===== src/rtl/bf_pkg.sv =====
// Shared definitions for the brainfuck core family: opcode bytes, FSM states and error codes.
package bf_pkg;

    localparam logic [7:0] OP_INC   = 8'h2B;  // '+'
    localparam logic [7:0] OP_DEC   = 8'h2D;  // '-'
    localparam logic [7:0] OP_RIGHT = 8'h3E;  // '>'
    localparam logic [7:0] OP_LEFT  = 8'h3C;  // '<'
    localparam logic [7:0] OP_OPEN  = 8'h5B;  // '['
    localparam logic [7:0] OP_CLOSE = 8'h5D;  // ']'
    localparam logic [7:0] OP_OUT   = 8'h2E;  // '.'
    localparam logic [7:0] OP_IN    = 8'h2C;  // ','
    localparam logic [7:0] OP_END   = 8'h00;

    typedef enum logic [2:0] {
        ST_FETCH    = 3'd0,
        ST_EXEC     = 3'd1,
        ST_SCAN_F   = 3'd2,
        ST_SCAN_E   = 3'd3,
        ST_OUT_WAIT = 3'd4,
        ST_IN_WAIT  = 3'd5,
        ST_HALT     = 3'd6
    } bf_state_e;

    localparam logic [1:0] ERR_NONE            = 2'd0;
    localparam logic [1:0] ERR_OVERFLOW        = 2'd1;
    localparam logic [1:0] ERR_UNMATCHED_CLOSE = 2'd2;
    localparam logic [1:0] ERR_UNMATCHED_OPEN  = 2'd3;

endpackage


===== src/rtl/bf_core_io_if.sv =====
// Byte streams between the core and the host bridge: '.' output and ',' input.
// Handshake: a byte moves on a rising edge where valid and ready are both high; the side
// driving valid keeps valid and data stable until that edge.
interface bf_core_io_if;

    logic [7:0] out_data;
    logic       out_valid;
    logic       out_ready;
    logic [7:0] in_data;
    logic       in_valid;
    logic       in_ready;

    modport master (
        output out_data, out_valid, in_ready,
        input  out_ready, in_data, in_valid
    );

    modport slave (
        input  out_data, out_valid, in_ready,
        output out_ready, in_data, in_valid
    );

endinterface


===== src/rtl/bf_loop_stack.sv =====
// LIFO of '[' addresses; top is the most recently pushed entry, push/pop ignored when full/empty.
module bf_loop_stack #(
    parameter int DEPTH = 16,
    parameter int W     = 9
) (
    input  logic         clk,
    input  logic         reset,
    input  logic         push,
    input  logic         pop,
    input  logic [W-1:0] push_data,
    output logic [W-1:0] top,
    output logic         empty,
    output logic         full
);

    localparam int IW = (DEPTH > 1) ? $clog2(DEPTH) : 1;
    localparam int PW = $clog2(DEPTH + 1);

    logic [W-1:0]  mem [DEPTH];
    logic [PW-1:0] count;
    logic [IW-1:0] wr_idx;
    logic [IW-1:0] top_idx;

    assign wr_idx  = count[IW-1:0];
    assign top_idx = count[IW-1:0] - IW'(1);
    assign top     = mem[top_idx];
    assign empty   = (count == '0);
    assign full    = (count == PW'(DEPTH));

    always_ff @(posedge clk) begin
        if (reset) begin
            count <= '0;
        end else if (push && !full) begin
            mem[wr_idx] <= push_data;
            count       <= count + 1'b1;
        end else if (pop && !empty) begin
            count <= count - 1'b1;
        end
    end

endmodule


===== src/rtl/bf_core_io.sv =====
// Brainfuck execution core: FETCH/EXEC pipeline over 1-cycle code and array RAMs, hardware
// loop stack for single-step back-jumps, stream I/O, forward skip scanning and halt/error status.
module bf_core_io
    import bf_pkg::*;
#(
    parameter int CODE_AW     = 9,
    parameter int ARRAY_AW    = 9,
    parameter int CELL_W      = 8,
    parameter int STACK_DEPTH = 16
) (
    input  logic                clk,
    input  logic                reset,
    input  logic [7:0]          code_data,
    output logic [CODE_AW-1:0]  code_addr,
    input  logic [CELL_W-1:0]   array_rdata,
    output logic [ARRAY_AW-1:0] array_addr,
    output logic [CELL_W-1:0]   array_wdata,
    output logic                array_we,
    bf_core_io_if.master        io,
    output logic                halted,
    output logic [1:0]          error,
    output bf_state_e           state_dbg
);

    bf_state_e          state;
    logic [CODE_AW-1:0] depth;
    logic               cell_zero;
    logic               code_end;
    logic               stk_push;
    logic               stk_pop;
    logic               stk_empty;
    logic               stk_full;
    logic [CODE_AW-1:0] stk_top;

    assign cell_zero = (array_rdata == '0);
    assign code_end  = &code_addr;
    assign halted    = (state == ST_HALT);
    assign state_dbg = state;

    // The loop stays on the stack while it repeats; it is popped only when ']' falls through.
    assign stk_push = (state == ST_EXEC) && (code_data == OP_OPEN) && !cell_zero && !stk_full;
    assign stk_pop  = (state == ST_EXEC) && (code_data == OP_CLOSE) && cell_zero && !stk_empty;

    bf_loop_stack #(
        .DEPTH (STACK_DEPTH),
        .W     (CODE_AW)
    ) u_stack (
        .clk       (clk),
        .reset     (reset),
        .push      (stk_push),
        .pop       (stk_pop),
        .push_data (code_addr),
        .top       (stk_top),
        .empty     (stk_empty),
        .full      (stk_full)
    );

    always_ff @(posedge clk) begin
        if (reset) begin
            state        <= ST_FETCH;
            code_addr    <= '0;
            array_addr   <= '0;
            array_wdata  <= '0;
            array_we     <= 1'b0;
            io.out_data  <= '0;
            io.out_valid <= 1'b0;
            io.in_ready  <= 1'b0;
            error        <= ERR_NONE;
            depth        <= '0;
        end else begin
            array_we <= 1'b0;
            case (state)
                ST_FETCH: state <= ST_EXEC;

                ST_EXEC: begin
                    case (code_data)
                        OP_INC: begin
                            array_wdata <= array_rdata + 1'b1;
                            array_we    <= 1'b1;
                        end
                        OP_DEC: begin
                            array_wdata <= array_rdata - 1'b1;
                            array_we    <= 1'b1;
                        end
                        OP_RIGHT: array_addr <= array_addr + 1'b1;
                        OP_LEFT:  array_addr <= array_addr - 1'b1;
                        default:  ;
                    endcase

                    if (code_data == OP_END) begin
                        state <= ST_HALT;
                    end else if (code_data == OP_OPEN && !cell_zero && stk_full) begin
                        error <= ERR_OVERFLOW;
                        state <= ST_HALT;
                    end else if (code_data == OP_CLOSE && stk_empty) begin
                        error <= ERR_UNMATCHED_CLOSE;
                        state <= ST_HALT;
                    end else if (code_data == OP_CLOSE && !cell_zero) begin
                        // Jump straight to the first body instruction so a taken ']' costs 2 cycles.
                        code_addr <= stk_top + 1'b1;
                        state     <= ST_FETCH;
                    end else if (code_data == OP_OUT) begin
                        io.out_data  <= array_rdata[7:0];
                        io.out_valid <= 1'b1;
                        state        <= ST_OUT_WAIT;
                    end else if (code_data == OP_IN) begin
                        io.in_ready <= 1'b1;
                        state       <= ST_IN_WAIT;
                    end else if (code_end) begin
                        state <= ST_HALT;
                    end else begin
                        code_addr <= code_addr + 1'b1;
                        depth     <= '0;
                        state     <= (code_data == OP_OPEN && cell_zero) ? ST_SCAN_F : ST_FETCH;
                    end
                end

                ST_SCAN_F: state <= ST_SCAN_E;

                ST_SCAN_E: begin
                    if (code_data == OP_END) begin
                        error <= ERR_UNMATCHED_OPEN;
                        state <= ST_HALT;
                    end else if (code_end) begin
                        state <= ST_HALT;
                    end else begin
                        code_addr <= code_addr + 1'b1;
                        state     <= ST_SCAN_F;
                        if (code_data == OP_OPEN) begin
                            depth <= depth + 1'b1;
                        end else if (code_data == OP_CLOSE) begin
                            if (depth == '0) state <= ST_FETCH;
                            else             depth <= depth - 1'b1;
                        end
                    end
                end

                ST_OUT_WAIT: begin
                    if (io.out_ready) begin
                        io.out_valid <= 1'b0;
                        if (code_end) state <= ST_HALT;
                        else begin
                            code_addr <= code_addr + 1'b1;
                            state     <= ST_FETCH;
                        end
                    end
                end

                ST_IN_WAIT: begin
                    if (io.in_valid) begin
                        array_wdata <= CELL_W'(io.in_data);
                        array_we    <= 1'b1;
                        io.in_ready <= 1'b0;
                        if (code_end) state <= ST_HALT;
                        else begin
                            code_addr <= code_addr + 1'b1;
                            state     <= ST_FETCH;
                        end
                    end
                end

                default: state <= ST_HALT;
            endcase
        end
    end

endmodule


===== src/flat_wrapper.sv =====
// flat-port wrapper written by rule: the top's interface ports become plain ports
module bf_core_io_flat import bf_pkg::*;
#(
    parameter int CODE_AW     = 9,
    parameter int ARRAY_AW    = 9,
    parameter int CELL_W      = 8,
    parameter int STACK_DEPTH = 16
)
  (clk, reset, code_data, code_addr, array_rdata, array_addr, array_wdata, array_we, halted, error, state_dbg, io_out_data, io_out_valid, io_in_ready, io_out_ready, io_in_data, io_in_valid);
  bf_core_io_if io_i ();
  input  logic clk;
  input  logic reset;
  input  logic [7:0] code_data;
  output logic [CODE_AW-1:0] code_addr;
  input  logic [CELL_W-1:0] array_rdata;
  output logic [ARRAY_AW-1:0] array_addr;
  output logic [CELL_W-1:0] array_wdata;
  output logic array_we;
  output logic halted;
  output logic [1:0] error;
  output bf_state_e state_dbg;
  output wire logic [$bits(io_i.out_data)-1:0] io_out_data;
  output wire logic [$bits(io_i.out_valid)-1:0] io_out_valid;
  output wire logic [$bits(io_i.in_ready)-1:0] io_in_ready;
  input wire logic [$bits(io_i.out_ready)-1:0] io_out_ready;
  input wire logic [$bits(io_i.in_data)-1:0] io_in_data;
  input wire logic [$bits(io_i.in_valid)-1:0] io_in_valid;
  assign io_out_data = io_i.out_data;
  assign io_out_valid = io_i.out_valid;
  assign io_in_ready = io_i.in_ready;
  assign io_i.out_ready = io_out_ready;
  assign io_i.in_data = io_in_data;
  assign io_i.in_valid = io_in_valid;
  bf_core_io #(.CODE_AW(CODE_AW), .ARRAY_AW(ARRAY_AW), .CELL_W(CELL_W), .STACK_DEPTH(STACK_DEPTH)) u_core (.clk(clk), .reset(reset), .code_data(code_data), .code_addr(code_addr), .array_rdata(array_rdata), .array_addr(array_addr), .array_wdata(array_wdata), .array_we(array_we), .io(io_i), .halted(halted), .error(error), .state_dbg(state_dbg));
endmodule

===== config.mk =====
export PLATFORM = sky130hd
export DESIGN_NAME = bf_core_io_flat
export DESIGN_NICKNAME = d
export VERILOG_FILES = /design/src/rtl/bf_pkg.sv /design/src/rtl/bf_core_io_if.sv /design/src/rtl/bf_loop_stack.sv /design/src/rtl/bf_core_io.sv /design/src/flat_wrapper.sv
export SDC_FILE = /design/constraint.sdc
export NUM_CORES = 1
export LEC_CHECK = 0
export CAP_MARGIN = 20
export CORE_MARGIN = 8
export CORE_UTILIZATION = 59
export CTS_CLUSTER_DIAMETER = 30
export DETAILED_ROUTE_END_ITERATION = 8
export MAX_ROUTING_LAYER = met4
export PLACE_DENSITY_LB_ADDON = 0.08
export SYNTH_ARGS = -nofsm -noshare
export SYNTH_HDL_FRONTEND = slang
export SYNTH_HIERARCHICAL = 1
export SYNTH_SLANG_ARGS = --single-unit
export TNS_END_PERCENT = 50

===== constraint.sdc =====
create_clock -name clk -period 4.45 [get_ports clk]
set_input_delay 0.445 -clock clk [delete_from_list [all_inputs] [get_ports clk]]
set_output_delay 0.445 -clock clk [all_outputs]
set_load 0.05 [all_outputs]

==> impl_metrics.py <==
metrics = {
    "critical_path": {
        "r2r_end": "u_core/code_addr[7]",
        "cp_data_arrival_time_ns": 3.83,
        "startpoint": "u_core/u_stack/count[1]",
        "cp_slowest_stage_delay_ns": 0.47,
        "critPathBufInv": 2,
        "startpoint_type": "register",
        "crit_required_ns": 4.74,
        "critPathTopFamily": "compound AO/OA/AOI/OAI gates",
        "crit_slowest_cell": "dfxtp_1",
        "worst-r2r-cell-count": 13,
        "crit_type": "register to register",
        "reg2reg_slack_ns": 0.91,
        "rr_startpoint": "u_core/u_stack/count[1]",
        "cp_cell_sequence": "inv_1 -> ha_1 -> xor2_4 -> buf_4 -> mux2i_1 -> a221oi_1 -> a32o_1 -> and3_1 -> nand4_1 -> xor2_1 -> nor2_1 -> o21ai_0 -> o22ai_1",
        "cp-end-kind": "register",
        "critPathMaxFanout": 20,
    },
    "clock_tree": {
        "cts_resized": 0,
        "cts_tree": "built",
        "clock_path_buffers": 2,
        "htreeDepth": 4,
        "clk_pin_slew_ns": 0.07,
        "clock_latency_ns": 0.44,
        "cts_hold_buf": 0,
        "clock-sinks": 200,
        "cts_root_buf": "clkbuf_16",
        "cts_made_buffers": 17,
        "cts_setup_buffers": 0,
    },
    "routing": {
        "vias": 7109,
        "ant_nets": 0,
        "drc": 0,
        "first_pass_iters": 6,
        "vias_per_cell": 6.20,
        "drt-initial-drc-count": 597,
        "drt_wl_total_um": 22900,
        "routedWlPerCell_um": 19.9,
    },
    "finish": {
        "num_antenna_cells": 0,
        "nFillCells": 1209,
        "post-route-util_pct": 68.8,
        "drive_above_1_share_pct": 9.60,
        "postLayoutCellArea_um2": 11300,
        "nets": 977,
        "areaGrowthSynthToFinish_pct": 15.6,
        "final_common_cell": "edfxtp_1",
        "final_cell_mix": "144 x edfxtp_1, 112 x nand2_1, 69 x clkdlybuf4s50_1, 66 x nor2_1, 56 x dfxtp_1",
    },
    "placement": {
        "dpl_worst_slack_ns": 0.574,
        "port_buffers": 70,
        "place_hpwl_um": 15700,
        "gp_congestion": 0.904,
        "placed_area_um2": 10700,
    },
    "worst_hold_path": {
        "hold_path_startpoint": "u_core/io.out_data[5]",
        "holdPathEnd": "u_core/io.out_data[5]",
        "hold_class": "register to register",
        "holdPathStages": 2,
    },
    "grt": {
        "overflow": 0,
        "grt_max_degree": 57,
        "antenna_found_initial": 0,
        "grt_pass1_wl_um": 36300,
        "grt_use_total_pct": 23.3,
        "grt_pass1_vias": 7018,
    },
    "synthesis": {
        "synth_seq_area_share_pct": 55.7,
        "synthArstFlopShare_pct": 0,
        "synth_edf_count": 144,
        "synth-seq-cells": 200,
        "synthDistinctLibCells": 80,
        "synth_area_per_cell_um2": 11.6,
        "yosys_warnings": 6,
        "syn-num-nets": 904,
        "synthCells": 842,
        "yosys_most_used_dff": "edfxtp_1",
        "synth_area_um2": 9770,
    },
    "timing": {
        "setup_violations": 0,
        "maxSlewViolCount": 0,
        "finalHoldViolations": 0,
        "setup_slack_ns": 0.908,
        "fmax_ghz": 0.282,
        "clock_skew_ns": 0.0148,
        "fin_crit_ns": 3.54,
        "relSlewSlack_pct": 33.1,
        "tns_ns": 0,
        "min_period_over_period_pct": 79.6,
        "rsz0062_at_grt": "no",
        "tightest_slew_ns": 0.999,
    },
    "pwr": {
        "cell_internal_pwr_w": 0.00283,
        "ir_worst_vdd_uv": 257,
        "pwr-share-seq_pct": 55.4,
        "p_per_area_nw_per_um2": 320,
        "clkPwrFrac_pct": 40.9,
        "power_switching_share_pct": 21.7,
        "p_comb_share_pct": 3.8,
        "p_leak_nw": 4.09,
        "switchingPower_w": 0.000783,
    },
    "floorplan": {
        "fp.dieH_um": 145,
        "chipWidth_um": 145,
        "ios": 71,
        "row_count": 47,
        "dieArea_um2": 20900,
        "core_um2": 16400,
        "initial_utilization_pct": 59.6,
    },
    "status": {
        "outcome": "complete, no violations",
    },
    "flow_run": {
        "maxCapViolCount": 0,
    },
}
area by class of cell:
class | count | area [µm²] | area share, %
Sequential cell | 200 | 5450 | 48.2
Multi-Input combinational cell | 585 | 4090 | 36.2
Timing Repair Buffer | 90 | 843 | 7.47
Clock buffer | 18 | 429 | 3.80
Tap cell | 220 | 275 | 2.44
Clock inverter | 13 | 131 | 1.16
Inverter | 21 | 78.8 | 0.698
power groups by stage:
stage / Sequential, W / Combinational, W / Clock [W]
6_report: 0.00200 / 0.000136 / 0.00147
5_1_grt: 0.00200 / 0.000147 / 0.00157
4_1_cts: 0.00200 / 0.000136 / 0.00149
3_5_place_dp: 0.00204 / 0.000135 / 0
3_3_place_gp: 0.00204 / 0.000133 / 0
2_1_floorplan: 0.00204 / 0.0000694 / 0
metrics by stage:
stage | total power (W) | hold slack (ns) | std cells
after floorplan | 0.00211 | 0.457 | 842
after global placement | 0.00217 | 0.446 | 1115
after detailed placement | 0.00217 | 0.450 | 1115
after CTS | 0.00363 | 0.460 | 1146
after global routing | 0.00371 | 0.475 | 1147
final | 0.00361 | 0.460 | 1147
Yosys cell counts (10+ instances only):
| cell | number | area (µm²) |
|---|---|---|
| a21oi_1 | 45 | 225 |
| a221oi_1 | 11 | 96.3 |
| a32o_1 | 10 | 100 |
| buf_2 | 12 | 60.1 |
| clkbuf_1 | 20 | 75.1 |
| dfxtp_1 | 56 | 1120 |
| edfxtp_1 | 144 | 4320 |
| ha_1 | 30 | 375 |
| inv_1 | 20 | 75.1 |
| mux2i_1 | 25 | 250 |
| mux4_2 | 18 | 405 |
| nand2_1 | 112 | 420 |
| nand3_1 | 46 | 230 |
| nor2_1 | 66 | 248 |
| nor2b_1 | 12 | 75.1 |
| nor3_1 | 25 | 125 |
| o21ai_0 | 19 | 95.1 |
| xnor2_1 | 13 | 114 |
| xor2_1 | 11 | 96.3 |
sequential cells by signal, indices dropped and copies added, names as in the netlist:
signal / cells
u_core/array_addr: 9
u_core/array_wdata: 8
u_core/array_we: 1
u_core/code_addr: 9
u_core/depth: 9
u_core/error: 2
u_core/io.in_ready: 1
u_core/io.out_data: 8
u_core/io.out_valid: 1
u_core/state_dbg: 3
u_core/u_stack/count: 5
u_core/u_stack/mem: 144
cells by family after synthesis:
kind of cell | share of synthesized area, %
AOI/OAI and AO/OA | 11.5
buffers and inverters | 2.50
muxes | 6.83
xor gates and xnor gates | 2.60
and+or+nand+nor | 16.2
adders and majority gates | 4.66
DFF | 55.7
how the worst max path moves through the flow:
stage                                   end  slack (ns)  cells after the start
finish                  u_core/code_addr[7]        0.91                     13
global route            u_core/code_addr[7]        0.67                     13
CTS                     u_core/code_addr[7]        0.92                     13
detailed placement     u_core/array_addr[8]        0.57                     11
global placement       u_core/array_addr[8]        0.65                     11
floorplan           u_core/u_stack/count[4]        0.92                     13
metal layers:
| metal | global-route usage, % | vias to the layer above | share of wire, % |
|---|---|---|---|
| met5 | - | - | 0 |
| met4 | 10.5 | 0 | 2.8 |
| met3 | 3.90 | 41 | 5.7 |
| met2 | 37.6 | 298 | 49 |
| met1 | 28.5 | 3453 | 42 |
| li1 | - | 3317 | - |
tightest hold or removal path: cells and delay by family, from the launching register on:
| family | cells | cell delay, ns |
|---|---|---|
| AND/OR/NAND/NOR | 1 | 0.05 |
| flip-flops | 1 | 0.31 |
| AO/OA/AOI/OAI | 1 | 0.05 |
Power figures use the tool's default switching activity.
